==> config.mk <==
export PLATFORM = sky130hd
export DESIGN_NAME = uart_tx_frame
export DESIGN_NICKNAME = d
export VERILOG_FILES = /design/src/rtl/uart_tx_pkg.sv /design/src/rtl/uart_tx_serializer.sv /design/src/rtl/uart_tx_frame.sv
export SDC_FILE = /design/constraint.sdc
export NUM_CORES = 1
export LEC_CHECK = 0
export CAP_MARGIN = 10
export CELL_PAD_IN_SITES_DETAIL_PLACEMENT = 1
export CELL_PAD_IN_SITES_GLOBAL_PLACEMENT = 1
export CORE_MARGIN = 1.5
export CORE_UTILIZATION = 45
export CTS_BUF_LIST = sky130_fd_sc_hd__clkbuf_2
export CTS_CLUSTER_SIZE = 14
export DETAILED_ROUTE_END_ITERATION = 12
export PLACE_DENSITY = 0.86
export SLEW_MARGIN = 30
export SYNTH_ARGS = -nofsm -noshare
export SYNTH_HDL_FRONTEND = slang
export SYNTH_HIERARCHICAL = 1
export SYNTH_SLANG_ARGS = --single-unit
==> constraint.sdc <==
create_clock -name CLK -period 6.2 [get_ports CLK]
set_clock_uncertainty 0.2 [all_clocks]
set_input_delay 1.24 -clock CLK [delete_from_list [all_inputs] [get_ports CLK]]
set_output_delay 1.24 -clock CLK [all_outputs]
set_load 0.01 [all_outputs]
==> src/rtl/uart_tx_pkg.sv <==
// Shared types and line-level constants for the UART transmit framer.
// Latency: n/a (declarations only).
// Backpressure: n/a.
package uart_tx_pkg;

    localparam int DEFAULT_DATA_WIDTH = 8;

    localparam logic START_BIT  = 1'b0;
    localparam logic STOP_BIT   = 1'b1;
    localparam logic IDLE_LEVEL = 1'b1;

    typedef enum logic [2:0] {
        IDLE   = 3'd0,
        START  = 3'd1,
        DATA   = 3'd2,
        PARITY = 3'd3,
        STOP   = 3'd4
    } tx_state_e;

endpackage

==> src/rtl/uart_tx_serializer.sv <==
// Payload shift register plus bit counter for the UART framer.
// Latency: load/shift/count take effect on the next rising edge; ser_bit_o/ser_done_o are decodes of that state.
// Backpressure: none; the framer FSM sequences load/shift/count.
module uart_tx_serializer #(
    parameter int DATA_WIDTH = 8,
    parameter int CNT_WIDTH  = 3
) (
    input  logic                  clk_i,
    input  logic                  rst_n_i,
    input  logic                  load_i,
    input  logic [DATA_WIDTH-1:0] data_i,
    input  logic                  shift_en_i,
    input  logic                  cnt_en_i,
    input  logic                  cnt_clr_i,
    input  logic [CNT_WIDTH-1:0]  cnt_last_i,
    output logic                  ser_bit_o,
    output logic                  ser_done_o
);

    logic [DATA_WIDTH-1:0] shift_q, shift_d;
    logic [CNT_WIDTH-1:0]  cnt_q, cnt_d;

    // Next-state for shift register and counter; load wins over everything.
    always_comb begin
        shift_d = shift_q;
        cnt_d   = cnt_q;
        if (load_i) begin
            shift_d = data_i;
            cnt_d   = '0;
        end else begin
            if (shift_en_i) begin
                shift_d = {1'b0, shift_q[DATA_WIDTH-1:1]};
            end
            if (cnt_clr_i) begin
                cnt_d = '0;
            end else if (cnt_en_i) begin
                cnt_d = cnt_q + CNT_WIDTH'(1);
            end
        end
    end

    // Register update with synchronous active-low reset.
    always_ff @(posedge clk_i) begin
        if (!rst_n_i) begin
            shift_q <= '0;
            cnt_q   <= '0;
        end else begin
            shift_q <= shift_d;
            cnt_q   <= cnt_d;
        end
    end

    assign ser_bit_o  = shift_q[0];
    assign ser_done_o = (cnt_q == cnt_last_i);

endmodule

==> src/rtl/uart_tx_frame.sv <==
// UART transmit framer: start, DATA_WIDTH bits LSB-first, optional parity, stop (two stops with UART_TX_TWO_STOP_EN).
// Latency: TX_OUT shows the start bit and Busy rises on the same edge that accepts DATA_Valid.
// Backpressure: DATA_Valid is ignored while Busy=1; a held DATA_Valid re-arms after one IDLE cycle.
module uart_tx_frame
    import uart_tx_pkg::*;
#(
    parameter int DATA_WIDTH = DEFAULT_DATA_WIDTH,
    parameter int CNT_WIDTH  = 3
) (
    input  logic                  CLK,
    input  logic                  RST,
    input  logic [DATA_WIDTH-1:0] P_DATA,
    input  logic                  DATA_Valid,
    input  logic                  PAR_EN,
    input  logic                  par_bit,
    output logic                  TX_OUT,
    output logic                  Busy
);

    tx_state_e            state_q, state_d;
    logic                 tx_q, tx_d;
    logic                 busy_q, busy_d;
    logic                 par_en_q, par_en_d;

    logic                 ser_load, ser_shift, ser_cnt_en, ser_cnt_clr;
    logic [CNT_WIDTH-1:0] ser_cnt_last;
    logic                 ser_bit, ser_done;

    uart_tx_serializer #(
        .DATA_WIDTH (DATA_WIDTH),
        .CNT_WIDTH  (CNT_WIDTH)
    ) u_ser (
        .clk_i      (CLK),
        .rst_n_i    (RST),
        .load_i     (ser_load),
        .data_i     (P_DATA),
        .shift_en_i (ser_shift),
        .cnt_en_i   (ser_cnt_en),
        .cnt_clr_i  (ser_cnt_clr),
        .cnt_last_i (ser_cnt_last),
        .ser_bit_o  (ser_bit),
        .ser_done_o (ser_done)
    );

    // Next state plus the line level for the coming cycle; TX_OUT is
    // registered, so each branch decides what the line shows after the edge.
    always_comb begin
        state_d      = state_q;
        par_en_d     = par_en_q;
        tx_d         = IDLE_LEVEL;
        ser_load     = 1'b0;
        ser_shift    = 1'b0;
        ser_cnt_en   = 1'b0;
        ser_cnt_clr  = 1'b0;
        ser_cnt_last = CNT_WIDTH'(DATA_WIDTH - 1);
        unique case (state_q)
            IDLE: begin
                if (DATA_Valid) begin
                    ser_load = 1'b1;
                    par_en_d = PAR_EN;
                    state_d  = START;
                    tx_d     = START_BIT;
                end
            end
            START: begin
                // Present bit 0 and advance so ser_bit holds the next payload bit.
                state_d   = DATA;
                tx_d      = ser_bit;
                ser_shift = 1'b1;
            end
            DATA: begin
                if (ser_done) begin
                    if (par_en_q) begin
                        state_d = PARITY;
                        tx_d    = par_bit;
                    end else begin
                        state_d     = STOP;
                        tx_d        = STOP_BIT;
                        ser_cnt_clr = 1'b1;
                    end
                end else begin
                    tx_d       = ser_bit;
                    ser_shift  = 1'b1;
                    ser_cnt_en = 1'b1;
                end
            end
            PARITY: begin
                state_d     = STOP;
                tx_d        = STOP_BIT;
                ser_cnt_clr = 1'b1;
            end
            STOP: begin
`ifdef UART_TX_TWO_STOP_EN
                // Counter was cleared on entry; second stop cycle is at count 1.
                ser_cnt_last = CNT_WIDTH'(1);
                if (ser_done) begin
                    state_d = IDLE;
                    tx_d    = IDLE_LEVEL;
                end else begin
                    tx_d       = STOP_BIT;
                    ser_cnt_en = 1'b1;
                end
`else
                state_d = IDLE;
                tx_d    = IDLE_LEVEL;
`endif
            end
            default: begin
                state_d = IDLE;
                tx_d    = IDLE_LEVEL;
            end
        endcase
        busy_d = (state_d != IDLE);
    end

    // State and registered outputs; reset aborts any frame in flight.
    always_ff @(posedge CLK) begin
        if (!RST) begin
            state_q  <= IDLE;
            tx_q     <= IDLE_LEVEL;
            busy_q   <= 1'b0;
            par_en_q <= 1'b0;
        end else begin
            state_q  <= state_d;
            tx_q     <= tx_d;
            busy_q   <= busy_d;
            par_en_q <= par_en_d;
        end
    end

    assign TX_OUT = tx_q;
    assign Busy   = busy_q;

endmodule

* Word level (Yosys, flattened, before mapping) *
Index checks and enable logic that the tools add are counted.

word-level totals
  memories kept = 0
  bits of input ports = 13
  logic and storage cells = 35
  ROM bits = 0
  flip-flop bits (word level) = 17
  latch bits = 0
  output and inout port bits = 2
  bits in writable memories = 0

operators by class
  $add $sub $neg = 1
  mux-type cells = 18
  eq/ne operators = 4
  reduce and logical (&&, ||, !) cells = 5
  bitwise gates (word level) = 1
  div/mod/pow operators = 0
  order comparisons = 0
  $mul = 0
  shift-type cells = 0

operators by type and width
  operator                                              number
  2-to-1 mux 8 bit                                      2
  case mux 3 bit (4 select lines)                       1
  2-to-1 mux 1 bit                                      9
  2-to-1 mux 3 bit                                      3
  equality test 3 x 2 -> 1 bit (second input constant)  2
  case mux 1 bit (2 select lines)                       2
  adder 3 x 1 -> 3 bit (second input constant)          1
  equality test 3 x 1 -> 1 bit (second input constant)  1
  equality test 3 bit (second input constant)           1
  zero test 3 bit                                       1
  case mux 1 bit (3 select lines)                       1
  nonzero test 3 bit                                    1
  OR reduction 3 bit                                    1
  AND reduction 2 bit                                   1
  nonzero test 2 bit                                    1
  inverter 1 bit                                        1

* Depth between registers and ports, before layout *
Gate-level depths: netlist (run 1).

  depth after elaboration = 5
  gate-level depth with buffers = 7
  depth with buffers taken out = 6

* Cells and area by module *
The synthesis (run 1) kept the hierarchy.

by module, submodules not included
  module              cells an instance  instances  area each (sq um)  sequential area each (sq um)
  uart_tx_serializer  51                 1          584.3              220.2
  uart_tx_frame       33                 1          307.8              120.1

* Worst setup path before layout (run 1) *
Ideal clock, no wire load.

  kind = input to register
  from = input DATA_Valid
  to = register u_ser.shift_q[1]
  required time = 5.884 ns
  path slack = 3.880 ns
  library setup time = 0.116 ns
  stages = 4
  path buffers = 1
  arrival time = 2.003 ns
  path through = nor4b_4 > buf_2 > nand2b_1 > o211a_1

between the ends
  longest elaborated chain between the ends = 3
  elaborated cells on any way between the ends = 4
  those cells by class = 3 x mux; 1 x reduce/logical

ends and longest elaborated chain
  what                                                    RTL line                  text
  from (decl)                                             uart_tx_frame.sv:13       input logic DATA_Valid,
  2-to-1 mux 1 bit *                                      uart_tx_frame.sv:58       if (DATA_Valid) begin
  2-to-1 mux 1 bit *                                      uart_tx_frame.sv:56       unique case (state_q)
  2-to-1 mux 8 bit or nonzero test 2 bit (tied branches)  -
  to (signal assigned)                                    uart_tx_serializer.sv:48  shift_q <= shift_d;
  to (decl)                                               uart_tx_serializer.sv:20  logic [DATA_WIDTH-1:0] shift_q, shift_d;

Every way passes the cells marked *; elsewhere a longest branch is shown, timed or not.
A chain may end at the register's enable or synchronous reset.

* Worst setup path after layout (run 1) *
  from = input DATA_Valid
  to = register u_ser.cnt_q[0]

between the ends
  longest elaborated chain between the ends = 3

ends and longest elaborated chain
  what                          RTL line                  text
  2-to-1 mux 1 bit              uart_tx_frame.sv:58
  2-to-1 mux 1 bit              uart_tx_frame.sv:56
  net ser_load                  uart_tx_frame.sv:25       logic ser_load, ser_shift, ser_cnt_en, ser_cnt_clr;
  OR reduction 3 bit (no line)  -
  to (signal assigned)          uart_tx_serializer.sv:49  cnt_q <= cnt_d;
  to (decl)                     uart_tx_serializer.sv:21  logic [CNT_WIDTH-1:0] cnt_q, cnt_d;

The timed path passes the listed nets, and every way through them passes these cells.

==> impl_summary.txt, run 1 <==
----------------------------------------------------
[Min path]
  Hold depth ... 2
  Worst min-delay path class ... reg -> reg

[Floorplanning]
  Initial Utilization ... 49.51%
  X dimension of the die ... 47.53 um
  Count of pins on the block boundary ... 15
  Area enclosed by the die boundary ... 2259 sq um
  Area of the core ... 1802 sq um
  Y dimension of the die ... 47.53 um
  Row Count ... 15

[Logic synthesis]
  Mapped Area ... 892.1 sq um
  Cell variety after synth ... 33
  YS warnings ... 6
  Sequential share of the synthesized area ... 38.15%
  EDFF count, synth ... 0
  Portion of synthesized cell area occupied by the leading cell type ... 38.15%
  Flop and latch count out of synthesis ... 17
  List of most frequent post-synthesis cells ... dfxtp_1 (17), nand2b_1 (8), mux2_4 (7), o211a_1 (7), a21oi_1 (5)
  Most used standard cell by instance count after synthesis ... dfxtp_1
  Number of instances in the synthesized netlist ... 84
  Mapped Avg Cell Area ... 10.62 sq um
  Post-synth ARST share ... 0%
  Library cell occupying the most area in the post-synthesis netlist ... dfxtp_1
  Top post-synthesis cells by area ... dfxtp_1 (38%), mux2_4 (12%), o211a_1 (7.9%)
  Primary FF master, synth ... dfxtp_1

[Global route]
  Vias in the first global route ... 708
  Wire length of the first global-routing pass ... 2980 um
  Overflow left after global routing ... 0
  Largest net degree at the start of global routing ... 19
  GRT Resource Usage Total ... 19.52%
  Initial antenna violation count ... 0

[Place]
  Number of buffer cells added on primary ports ... 14
  Global placer's final weighted congestion ... 0.7253
  Detailed-placement wirelength estimate ... 1485 um
  Setup Slack @ Placement ... 3.052 ns

[CTS]
  Clock tree root buffer cell ... clkbuf_2
  CTS clock-pin slew for the worst setup and hold paths ... 0.15 ns
  Clock insertion delay at the later pin of the skew report ... 0.30 ns
  CTS tree ... done
  Number of hold-repair buffers added at the cts stage ... 0
  Total CTS buffers ... 3
  H-tree level count ... 1
  CTS Buffer Depth ... 2
  Setup Buffers After CTS ... 0
  Clock tree sinks ... 17
  Post_cts resized ... 0

[Critical path]
  Startpoint of the worst setup timing path ... DATA_Valid
  Crit-path cells ... clkdlybuf4s50_1 -> nor4b_4 -> or3b_1 -> nor2_1
  Endpoint of the most critical setup path ... u_ser/cnt_q[0]
  Critical register-to-register path startpoint ... u_ser/cnt_q[0]
  Worst path slowest cell ... nor4b_4
  Critical Path Max Stage Delay ... 0.74 ns
  Slack of the worst reg-to-reg path ... 3.80 ns
  Sort of element at the end of the critical path ... register
  Reg-to-Reg End ... u_ser/shift_q[0]
  Element type at the critical path start ... input pin
  Worst R2R Path Depth ... 6
  Critical path class ... in -> reg
  Maximum net fanout on the critical path ... 18
  Worst path required time ... 6.21 ns
  Data arrival at the endpoint of the critical path ... 2.81 ns

[Route]
  Detailed-router iteration count before antenna repair ... 4
  Total Wirelength ... 1940 um
  Number of remaining DRC errors ... 0
  Number of routed nets with antenna violations ... 0
  Vias per inst ... 5.352
  Wire length per cell ... 15.52 um
  Number of vias in the routed layout ... 669
  DRT iter0 DRCs ... 10

[STA]
  Maximum clock rate ... 356.8 MHz
  Final Hold Violating Endpoints ... 0
  Final total negative setup slack ... 0 ns
  Minimum period implied by the final worst setup slack ... 2.802 ns
  Number of pins exceeding their max-slew limit in the final report ... 0
  Setup slack after layout ... 3.398 ns
  Worst-case headroom to the max-slew limit ... 40.88%
  Unrepaired setup endpoints after global routing ... false
  Final worst path period share ... 45.20%
  Finish-stage setup viols ... 0
  Slew @ Worst Pin ... 0.8831 ns

[Finish]
  Filler Cells Inserted ... 211
  FF/Latch Area ... 340.3 sq um
  Final layout net count ... 115
  Fraction of layout cells with a size suffix above 1 ... 17.00%
  Total area of multi-input combinational cells ... 520.5 sq um
  P&R area growth vs syn ... 18.79%
  Diodes inserted ... 0

[Power]
  Sequential power share ... 54.2%
  Maximum VDD drop ... 0.1800 mV
  Areal power density over the cells ... 219.0 nW/um^2
  Fraction of power consumed by the clock network ... 22.5%
  Combinational cell fraction of total power ... 23.3%
  Internal cell power ... 0.1675 mW
  Proportion of total power due to net switching ... 27.81%
  Static power due to leakage ... 0.4765 nW
  Power dissipated by switching net loads ... 0.06455 mW

[Status]
  Result of the run ... completed

[Flow run]
  Max_cap viols ... 0

----------------------------------------------------
logic make-up after synthesis:
family	after synthesis	synth area share, %
DFF	17	38.15
adders and majority gates	1	1.402
AOI/OAI and AO/OA	17	15.29
muxes	9	14.03
xor gates and xnor gates	4	3.928
other	1	0.4204
and+or+nand+nor	29	22.02
buffers and inverters	6	4.767
worst min-delay path by stage:
stage                startpoint        endpoint  slack (ns)
2_1_floorplan  u_ser/shift_q[0]          TX_OUT        0.29
3_3_place_gp   u_ser/shift_q[0]          TX_OUT        0.34
3_5_place_dp   u_ser/shift_q[0]          TX_OUT        0.35
4_1_cts        u_ser/shift_q[0]          TX_OUT        0.38
5_1_grt          u_ser/cnt_q[1]  u_ser/cnt_q[1]        0.41
6_report         u_ser/cnt_q[1]  u_ser/cnt_q[1]        0.39
placed cells by master, fill, tap and decap left out, drive strengths merged:
cell | synthesis | final
a211o | 1 | 1
a21bo | 1 | 1
a21boi | 1 | 1
a21oi | 5 | 5
and3 | 1 | 1
clkbuf | 0 | 4
clkdlybuf4s50 | 0 | 14
conb | 1 | 3
dfxtp | 17 | 17
ha | 1 | 1
inv | 2 | 2
mux2 | 7 | 7
mux2i | 2 | 2
nand2 | 3 | 3
nand2b | 8 | 8
nand3b | 1 | 1
nand4b | 1 | 1
nor2 | 2 | 2
nor2b | 3 | 3
nor3 | 3 | 3
nor3b | 1 | 1
nor4b | 2 | 2
o211a | 7 | 7
o21ai | 1 | 1
o221ai | 1 | 1
or3 | 2 | 2
or3b | 2 | 2
xnor2 | 1 | 1
xor2 | 3 | 3
layer usage:
metal	vias up	global-route usage, %	wire length, um	share of wire (%)
li1	328	-	-	-
met1	328	20.18	826	43
met2	9	37.03	1052	54
met3	4	3.396	38	2.0
met4	0	10.00	22	1.1
met5	-	0	0	0
flip-flops by register name, summed over array words and instances, names as in the netlist:
name,flops
u_ser/cnt_q,3
par_en_q,1
u_ser/shift_q,8
Busy,1
state_q,3
TX_OUT,1
stage by stage:
step                power [mW]  instances  hold slack, ns  utilization, %  area, sq um
floorplan               0.1661         86          0.2853               -        899.6
global placement        0.1783        121          0.3361           57.50         1036
detailed placement      0.1821        121          0.3464           57.71         1040
CTS                     0.2348        125          0.3779           58.82         1060
global route            0.2451        125          0.4145           58.82         1060
finish                  0.2321        125          0.3859           58.82         1060
power groups by stage:
stage	registers, mW	logic [mW]	clock network (mW)
floorplan	0.125	0.0408	0
global placement	0.127	0.0513	0
detailed placement	0.128	0.0540	0
CTS	0.126	0.0544	0.0548
global route	0.126	0.0582	0.0604
finish	0.126	0.0540	0.0523
layout make-up:
class	count	area share (%)
Clock buffer	4	1.889
Multi-Input combinational cell	63	49.11
Tap cell	25	2.952
Inverter	2	0.7084
Sequential cell	17	32.11
Timing Repair Buffer	14	13.22
critical path, delay by kind of cell:
| family | cells | cell delay (ns) |
|---|---|---|
| buffers and inverters | 1 | 0.49 |
| and+or+nand+nor | 3 | 1.08 |
No activity file was read; power rests on OpenSTA's default activity.
==> run 2: changes to the inputs <==
--- a/config.mk
+++ b/config.mk
@@ -9,11 +9,11 @@
 export CELL_PAD_IN_SITES_DETAIL_PLACEMENT = 1
 export CELL_PAD_IN_SITES_GLOBAL_PLACEMENT = 1
 export CORE_MARGIN = 1.5
-export CORE_UTILIZATION = 45
+export CORE_UTILIZATION = 42
 export CTS_BUF_LIST = sky130_fd_sc_hd__clkbuf_2
 export CTS_CLUSTER_SIZE = 14
 export DETAILED_ROUTE_END_ITERATION = 12
-export PLACE_DENSITY = 0.86
+export PLACE_DENSITY = 0.81
 export SLEW_MARGIN = 30
 export SYNTH_ARGS = -nofsm -noshare
 export SYNTH_HDL_FRONTEND = slang
==> constraint.sdc (replaced) <==
create_clock -name CLK -period 2.9 [get_ports CLK]
set_clock_uncertainty 0.2 [all_clocks]
set_input_delay 0.58 -clock CLK [delete_from_list [all_inputs] [get_ports CLK]]
set_output_delay 0.58 -clock CLK [all_outputs]
set_load 0.01 [all_outputs]
==> impl_summary.txt, run 2 (same netlist as run 1, synthesis figures left out) <==
----------------------------------------------------
[Floorplanning]
  Y dimension of the die ... 49.09 um (was 47.53 um)
  Row Count ... 16 (was 15)
  Area enclosed by the die boundary ... 2409 sq um (was 2259 sq um)
  Count of pins on the block boundary ... 15 (unchanged)
  Initial Utilization ... 45.01% (was 49.51%)
  Area of the core ... 1982 sq um (was 1802 sq um)
  X dimension of the die ... 49.09 um (was 47.53 um)

[Critical path]
  Worst path required time ... 2.90 ns (was 6.21 ns)
  Element type at the critical path start ... register (was input pin)
  Data arrival at the endpoint of the critical path ... 2.26 ns (was 2.81 ns)
  Critical Path Max Stage Delay ... 0.38 ns (was 0.74 ns)
  Slack of the worst reg-to-reg path ... 0.64 ns (was 3.80 ns)
  Sort of element at the end of the critical path ... register (unchanged)
  Category of cells accounting for the largest share of critical-path delay ... flip-flops (was simple AND/OR/NAND/NOR gates)
  Dominant cell type by count on the critical path ... buf_4
  Worst path slowest cell ... dfxtp_1 (was nor4b_4)
  Crit-path cells ... xor2_1 -> nor3_1 -> buf_4 -> or3_1 -> a21oi_1 -> buf_4 -> mux2_4 -> o211a_1 (was clkdlybuf4s50_1 -> nor4b_4 -> or3b_1 -> nor2_1)
  Critical path class ... reg -> reg (was in -> reg)
  Number of buffers and inverters on the critical path ... 2 (was 1)
  Maximum net fanout on the critical path ... 8 (was 18)

[Place]
  Detailed-placement wirelength estimate ... 1433 um (was 1485 um)
  Setup Slack @ Placement ... 0.5302 ns (was 3.052 ns)
  Global placer's final weighted congestion ... 0.6939 (was 0.7253)
  Standard cell area after detailed placement ... 1061 sq um (was 1040 sq um)
  Number of buffer cells added on primary ports ... 14 (unchanged)

[Route]
  Number of remaining DRC errors ... 0 (unchanged)
  Detailed-router iteration count before antenna repair ... 4 (unchanged)
  DRT iter0 DRCs ... 8 (was 10)
  Vias per inst ... 5.200 (was 5.352)
  Number of vias in the routed layout ... 676 (was 669)
  Number of routed nets with antenna violations ... 0 (unchanged)
  Wire length per cell ... 14.34 um (was 15.52 um)
  Total Wirelength ... 1864 um (was 1940 um)

[STA]
  Minimum period implied by the final worst setup slack ... 2.261 ns
  Number of pins exceeding their max-slew limit in the final report ... 0 (unchanged)
  Slew @ Worst Pin ... 0.5243 ns (was 0.8831 ns)
  Unrepaired setup endpoints after global routing ... false (unchanged)
  Finish-stage setup viols ... 0 (unchanged)
  Worst-case headroom to the max-slew limit ... 64.90% (was 40.88%)
  Maximum clock rate ... 442.2 MHz
  Setup slack after layout ... 0.6388 ns (was 3.398 ns)
  Final worst path period share ... 77.97%
  Final total negative setup slack ... 0 ns (unchanged)
  Final Hold Violating Endpoints ... 0 (unchanged)

[Power]
  Internal cell power ... 0.3621 mW (was 0.1675 mW)
  Static power due to leakage ... 0.4917 nW (was 0.4765 nW)
  Fraction of power consumed by the clock network ... 22.2% (was 22.5%)
  Proportion of total power due to net switching ... 27.29% (was 27.81%)
  Sequential power share ... 53.6% (was 54.2%)
  Areal power density over the cells ... 460.7 nW/um^2 (was 219.0 nW/um^2)
  Maximum VDD drop ... 0.2769 mV (was 0.1800 mV)
  Combinational cell fraction of total power ... 24.2% (was 23.3%)
  Power dissipated by switching net loads ... 0.1359 mW (was 0.06455 mW)

[Status]
  Result of the run ... completed (unchanged)

[CTS]
  Number of hold-repair buffers added at the cts stage ... 0 (unchanged)
  H-tree level count ... 1 (unchanged)
  Total CTS buffers ... 3 (unchanged)
  Clock tree sinks ... 17 (unchanged)
  Clock tree root buffer cell ... clkbuf_2 (unchanged)
  Post_cts resized ... 0 (unchanged)
  CTS Buffer Depth ... 2 (unchanged)
  Clock insertion delay at the later pin of the skew report ... 0.29 ns (was 0.30 ns)
  Setup Buffers After CTS ... 0 (unchanged)
  CTS tree ... done (unchanged)
  CTS clock-pin slew for the worst setup and hold paths ... 0.17 ns (was 0.15 ns)

[Finish]
  Most used cells in the layout excluding fill and tap cells ... dfxtp_1 (17), clkdlybuf4s50_1 (14), nand2b_1 (8) (unchanged)
  Fin area ... 1081 sq um (was 1060 sq um)
  Diodes inserted ... 0 (unchanged)
  Utilization after layout ... 54.55% (was 58.82%)
  Top Registers ... u_ser/shift_q x8, state_q x3, u_ser/cnt_q x3 (unchanged)
  Max FFs per register ... 8 (unchanged)
  Top reg by flops ... u_ser/shift_q (unchanged)
  Final layout net count ... 118 (was 115)
  P&R area growth vs syn ... 21.18% (was 18.79%)
  Most common cell after layout, fill and taps aside ... dfxtp_1 (unchanged)
  Fraction of layout cells with a size suffix above 1 ... 18.45% (was 17.00%)

[Global route]
  Initial antenna violation count ... 0 (unchanged)
  Largest net degree at the start of global routing ... 13 (was 19)
  Wire length of the first global-routing pass ... 3091 um (was 2980 um)
  Vias in the first global route ... 722 (was 708)
  GRT Resource Usage Total ... 17.26% (was 19.52%)
  Overflow left after global routing ... 0 (unchanged)

[Flow run]
  Max_cap viols ... 0 (unchanged)

[Min path]
  Worst min-delay path class ... reg -> reg (unchanged)

----------------------------------------------------
## run 2: cell types whose count changed in the layout (fill, tap and decap cells not counted)
cell / before / now
buf_4: 0 / 3
a21oi_1: 4 / 5
a21oi_2: 1 / 0
## run 2: per-stage QoR
step                hold WS [ns]  power (mW)  std cells
finish                    0.3627      0.4980        130
detailed placement        0.3367      0.3929        126
CTS                       0.3713      0.5040        130
floorplan                 0.2853      0.3552         86
global route              0.3994      0.5275        130
global placement          0.3363      0.3865        126
## run 2: final cells by class
class,count,area [sq um]
flip-flops and latches,17,340.3
repair buffers,17,162.7
multi-input cells,63,516.7
clock buffers,4,20.02
well taps,27,33.78
fillers,226,900.9
inverters,2,7.507
## run 2: power groups by stage
stage          sequential [mW]  combinational, mW  clock, mW
2_1_floorplan            0.268             0.0872          0
3_3_place_gp             0.271              0.115          0
3_5_place_dp             0.272              0.121          0
4_1_cts                  0.267              0.121      0.116
5_1_grt                  0.270              0.131      0.127
6_report                 0.267              0.121      0.111
## run 2: path summary, 6_finish.rpt
path,end,from,depth (start not counted)
max,u_ser/shift_q[4],u_ser/cnt_q[0],8
min,TX_OUT,u_ser/shift_q[0],2
max reg2reg,u_ser/shift_q[4],u_ser/cnt_q[0],8
min reg2reg,TX_OUT,u_ser/shift_q[0],2
## run 2: layer usage
metal  wire length (um)  share of wire [%]  track usage, %
met1                820                 44           19.27
met2                934                 50           29.50
met3                 75                4.0           4.294
met4                 34                1.8           10.00
met5                  0                  0               0
## run 2: worst reg2reg max path: stages, from the launching register on
cell and delay [ns]:
dfxtp_1 0.38, xor2_1 0.16, nor3_1 0.06, buf_4 0.15, or3_1 0.32, a21oi_1 0.16
buf_4 0.21, mux2_4 0.32, o211a_1 0.21
==> run 3: changes to the inputs <==
--- a/config.mk
+++ b/config.mk
@@ -9,11 +9,11 @@
 export CELL_PAD_IN_SITES_DETAIL_PLACEMENT = 1
 export CELL_PAD_IN_SITES_GLOBAL_PLACEMENT = 1
 export CORE_MARGIN = 1.5
-export CORE_UTILIZATION = 42
+export CORE_UTILIZATION = 38
 export CTS_BUF_LIST = sky130_fd_sc_hd__clkbuf_2
 export CTS_CLUSTER_SIZE = 14
 export DETAILED_ROUTE_END_ITERATION = 12
-export PLACE_DENSITY = 0.81
+export PLACE_DENSITY = 0.78
 export SLEW_MARGIN = 30
 export SYNTH_ARGS = -nofsm -noshare
 export SYNTH_HDL_FRONTEND = slang
==> constraint.sdc (replaced) <==
create_clock -name CLK -period 1.9 [get_ports CLK]
set_clock_uncertainty 0.2 [all_clocks]
set_input_delay 0.38 -clock CLK [delete_from_list [all_inputs] [get_ports CLK]]
set_output_delay 0.38 -clock CLK [all_outputs]
set_load 0.01 [all_outputs]
==> impl_summary.txt, run 3 (same netlist as run 1, synthesis figures left out) <==
----------------------------------------------------
[CTS]
  CTS Buffer Depth ... 2 (unchanged)
  Total CTS buffers ... 3 (unchanged)
  Clock insertion delay at the later pin of the skew report ... 0.30 ns (was 0.29 ns)
  H-tree level count ... 1 (unchanged)
  Clock tree sinks ... 17 (unchanged)
  CTS clock-pin slew for the worst setup and hold paths ... 0.17 ns (about the same)
  Number of hold-repair buffers added at the cts stage ... 0 (unchanged)
  Clock tree root buffer cell ... clkbuf_2 (unchanged)
  CTS tree ... done (unchanged)

[Global route]
  GRT met3 Usage ... 4.386% (was 4.294%)
  Largest net degree at the start of global routing ... 13 (unchanged)
  Overflow left after global routing ... 0 (unchanged)
  Met1 global-route usage ... 18.99% (was 19.27%)
  Wire length of the first global-routing pass ... 3477 um (was 3091 um)
  Routing usage on met2 ... 35.04% (was 29.50%)
  Vias in the first global route ... 772 (was 722)
  Initial antenna violation count ... 0 (unchanged)
  GRT Resource Usage Total ... 18.31% (was 17.26%)
  Global-route layer with the greatest usage ... met2 (unchanged)

[STA]
  Final Hold Violating Endpoints ... 0 (unchanged)
  Worst hold margin ... 0.3770 ns (was 0.3627 ns)
  Minimum period implied by the final worst setup slack ... 2.095 ns (was 2.261 ns)
  Final total negative setup slack ... -1.306 ns (was 0 ns)
  Unrepaired setup endpoints after global routing ... true (was false)
  Number of pins exceeding their max-slew limit in the final report ... 0 (unchanged)
  Setup slack after layout ... -0.1950 ns (was 0.6388 ns)
  Finish-stage setup viols ... 7 (was 0)
  Final worst path period share ... 110.3% (was 77.97%)
  Maximum clock rate ... 477.3 MHz (was 442.2 MHz)

[Critical path]
  Element type at the critical path start ... register (unchanged)
  Maximum net fanout on the critical path ... 8 (unchanged)
  Critical Path Max Stage Delay ... 0.37 ns (was 0.38 ns)
  Startpoint of the worst setup timing path ... u_ser/cnt_q[0] (unchanged)
  Critical path class ... reg -> reg (unchanged)
  Category of cells accounting for the largest share of critical-path delay ... simple AND/OR/NAND/NOR gates (was flip-flops)
  Reg-to-Reg End ... u_ser/shift_q[4] (unchanged)
  Sort of element at the end of the critical path ... register (unchanged)
  Slack of the worst reg-to-reg path ... -0.19 ns (was 0.64 ns)
  Crit-path cells ... xor2_2 -> nor3_2 -> or3_1 -> a21oi_2 -> buf_12 -> mux2_4 -> o211a_1 (was xor2_1 -> nor3_1 -> buf_4 -> or3_1 -> a21oi_1 -> buf_4 -> mux2_4 -> o211a_1)
  Data arrival at the endpoint of the critical path ... 2.12 ns (was 2.26 ns)
  Depth of the critical timing path with buffers and inverters included ... 7 (was 8)
  Worst path required time ... 1.92 ns (was 2.90 ns)
  Worst R2R Path Depth ... 7 (was 8)
  Critical register-to-register path startpoint ... u_ser/cnt_q[0] (unchanged)
  Endpoint of the most critical setup path ... u_ser/shift_q[4] (unchanged)
  Number of buffers and inverters on the critical path ... 1 (was 2)
  Worst path slowest cell ... dfxtp_2 (was dfxtp_1)

[Finish]
  Top reg by flops ... u_ser/shift_q (unchanged)
  Most common cell after layout, fill and taps aside ... clkdlybuf4s50_1 (was dfxtp_1)
  Max FFs per register ... 8 (unchanged)
  Fin area ... 1234 sq um (was 1081 sq um)
  Diodes inserted ... 0 (unchanged)
  Top Registers ... u_ser/shift_q x8, state_q x3, u_ser/cnt_q x3 (unchanged)
  Most used cells in the layout excluding fill and tap cells ... clkdlybuf4s50_1 (14), dfxtp_1 (13), buf_4 (12) (was dfxtp_1 (17), clkdlybuf4s50_1 (14), nand2b_1 (8))
  Filler Cells Inserted ... 258 (was 226)
  Post-layout instance count excluding filler cells ... 141 (was 130)
  Final layout net count ... 128 (was 118)
  Fraction of layout cells with a size suffix above 1 ... 38.05% (was 18.45%)
  P&R area growth vs syn ... 38.29% (was 21.18%)

[Route]
  Total Wirelength ... 2246 um (was 1864 um)
  Vias per inst ... 5.177 (was 5.200)
  DRT iter0 DRCs ... 2 (was 8)
  Number of vias in the routed layout ... 730 (was 676)
  Detailed-router iteration count before antenna repair ... 2 (was 4)
  Wire length per cell ... 15.93 um (was 14.34 um)
  Number of routed nets with antenna violations ... 0 (unchanged)
  Number of remaining DRC errors ... 0 (unchanged)

[Power]
  Areal power density over the cells ... 658.4 nW/um^2 (was 460.7 nW/um^2)
  Maximum VDD drop ... 0.3260 mV (was 0.2769 mV)
  Static power due to leakage ... 0.5512 nW (was 0.4917 nW)
  Final Total Pwr ... 0.8122 mW (was 0.4980 mW)

[Floorplanning]
  X dimension of the die ... 51.45 um (was 49.09 um)
  Y dimension of the die ... 51.45 um (was 49.09 um)
  Row Count ... 17 (was 16)
  Count of pins on the block boundary ... 15 (unchanged)
  Initial Utilization ... 40.33% (was 45.01%)
  Area of the core ... 2212 sq um (was 1982 sq um)
  Area enclosed by the die boundary ... 2647 sq um (was 2409 sq um)

[Place]
  Standard cell area after detailed placement ... 1160 sq um (was 1061 sq um)
  Cell total after placement ... 137 (was 126)
  Global placer's final weighted congestion ... 0.7731 (was 0.6939)
  Detailed-placement wirelength estimate ... 1508 um (was 1433 um)
  Number of buffer cells added on primary ports ... 14 (unchanged)

[Status]
  Result of the run ... finished, violations left (was completed)
  Violated checks ... setup timing

[Flow run]
  Max_cap viols ... 0 (unchanged)

[Min path]
  Worst min-delay path class ... reg -> reg (unchanged)

----------------------------------------------------
==> run 3: stage by stage <==
stage | util [%] | worst slack [ns]
floorplan | - | 0.01384
global route | 55.77 | -0.2679
detailed placement | 52.43 | -0.1980
finish | 55.77 | -0.1950
CTS | 55.60 | -0.1592
global placement | 52.43 | -0.1575
==> run 3: worst register-to-register path, cell delays in order, from the launching register on <==
cell and delay [ns]:
dfxtp_2 0.37, xor2_2 0.17, nor3_2 0.08, or3_1 0.34, a21oi_2 0.21, buf_12 0.16, mux2_4 0.30, o211a_1 0.21
==> run 3: area by class of cell <==
type	instances	area [sq um]	area share [%]
clock buffers	4	20.02	1.623
inverters	2	7.507	0.6085
multi-input cells	63	575.6	46.65
flip-flops and latches	17	345.3	27.99
well taps	28	35.03	2.840
repair buffers	27	250.2	20.28
==> run 3: per-layer routing <==
| metal | wire, um | share of wire, % | vias up |
|---|---|---|---|
| met5 | 0 | 0 | - |
| met3 | 80 | 3.6 | 2 |
| li1 | - | - | 351 |
| met2 | 1276 | 57 | 14 |
| met1 | 875 | 39 | 363 |
| met4 | 14 | 0.62 | 0 |
==> run 3: worst min path at each step <==
stage | startpoint | end | slack (ns) | cells after the start
5_1_grt | P_DATA[7] | u_ser/shift_q[7] | 0.38 | 3
6_report | u_ser/shift_q[7] | u_ser/shift_q[7] | 0.38 | 2
3_5_place_dp | u_ser/shift_q[0] | TX_OUT | 0.35 | 2
3_3_place_gp | u_ser/cnt_q[2] | u_ser/cnt_q[2] | 0.34 | 2
2_1_floorplan | u_ser/shift_q[0] | TX_OUT | 0.29 | 2
4_1_cts | u_ser/cnt_q[2] | u_ser/cnt_q[2] | 0.38 | 2
==> run 3: power by group <==
part | internal [mW] | switching [mW]
combinational | 0.141 | 0.0922
sequential | 0.386 | 0.0182
clock | 0.0558 | 0.119
==> run 3: repair_timing <==
action                                 CTS  global route
endpoints found under the hold margin    0             0
gates resized for setup                 10             3
pin swaps                                4             4
setup endpoints to repair                9            11
setup buffers                            1             0
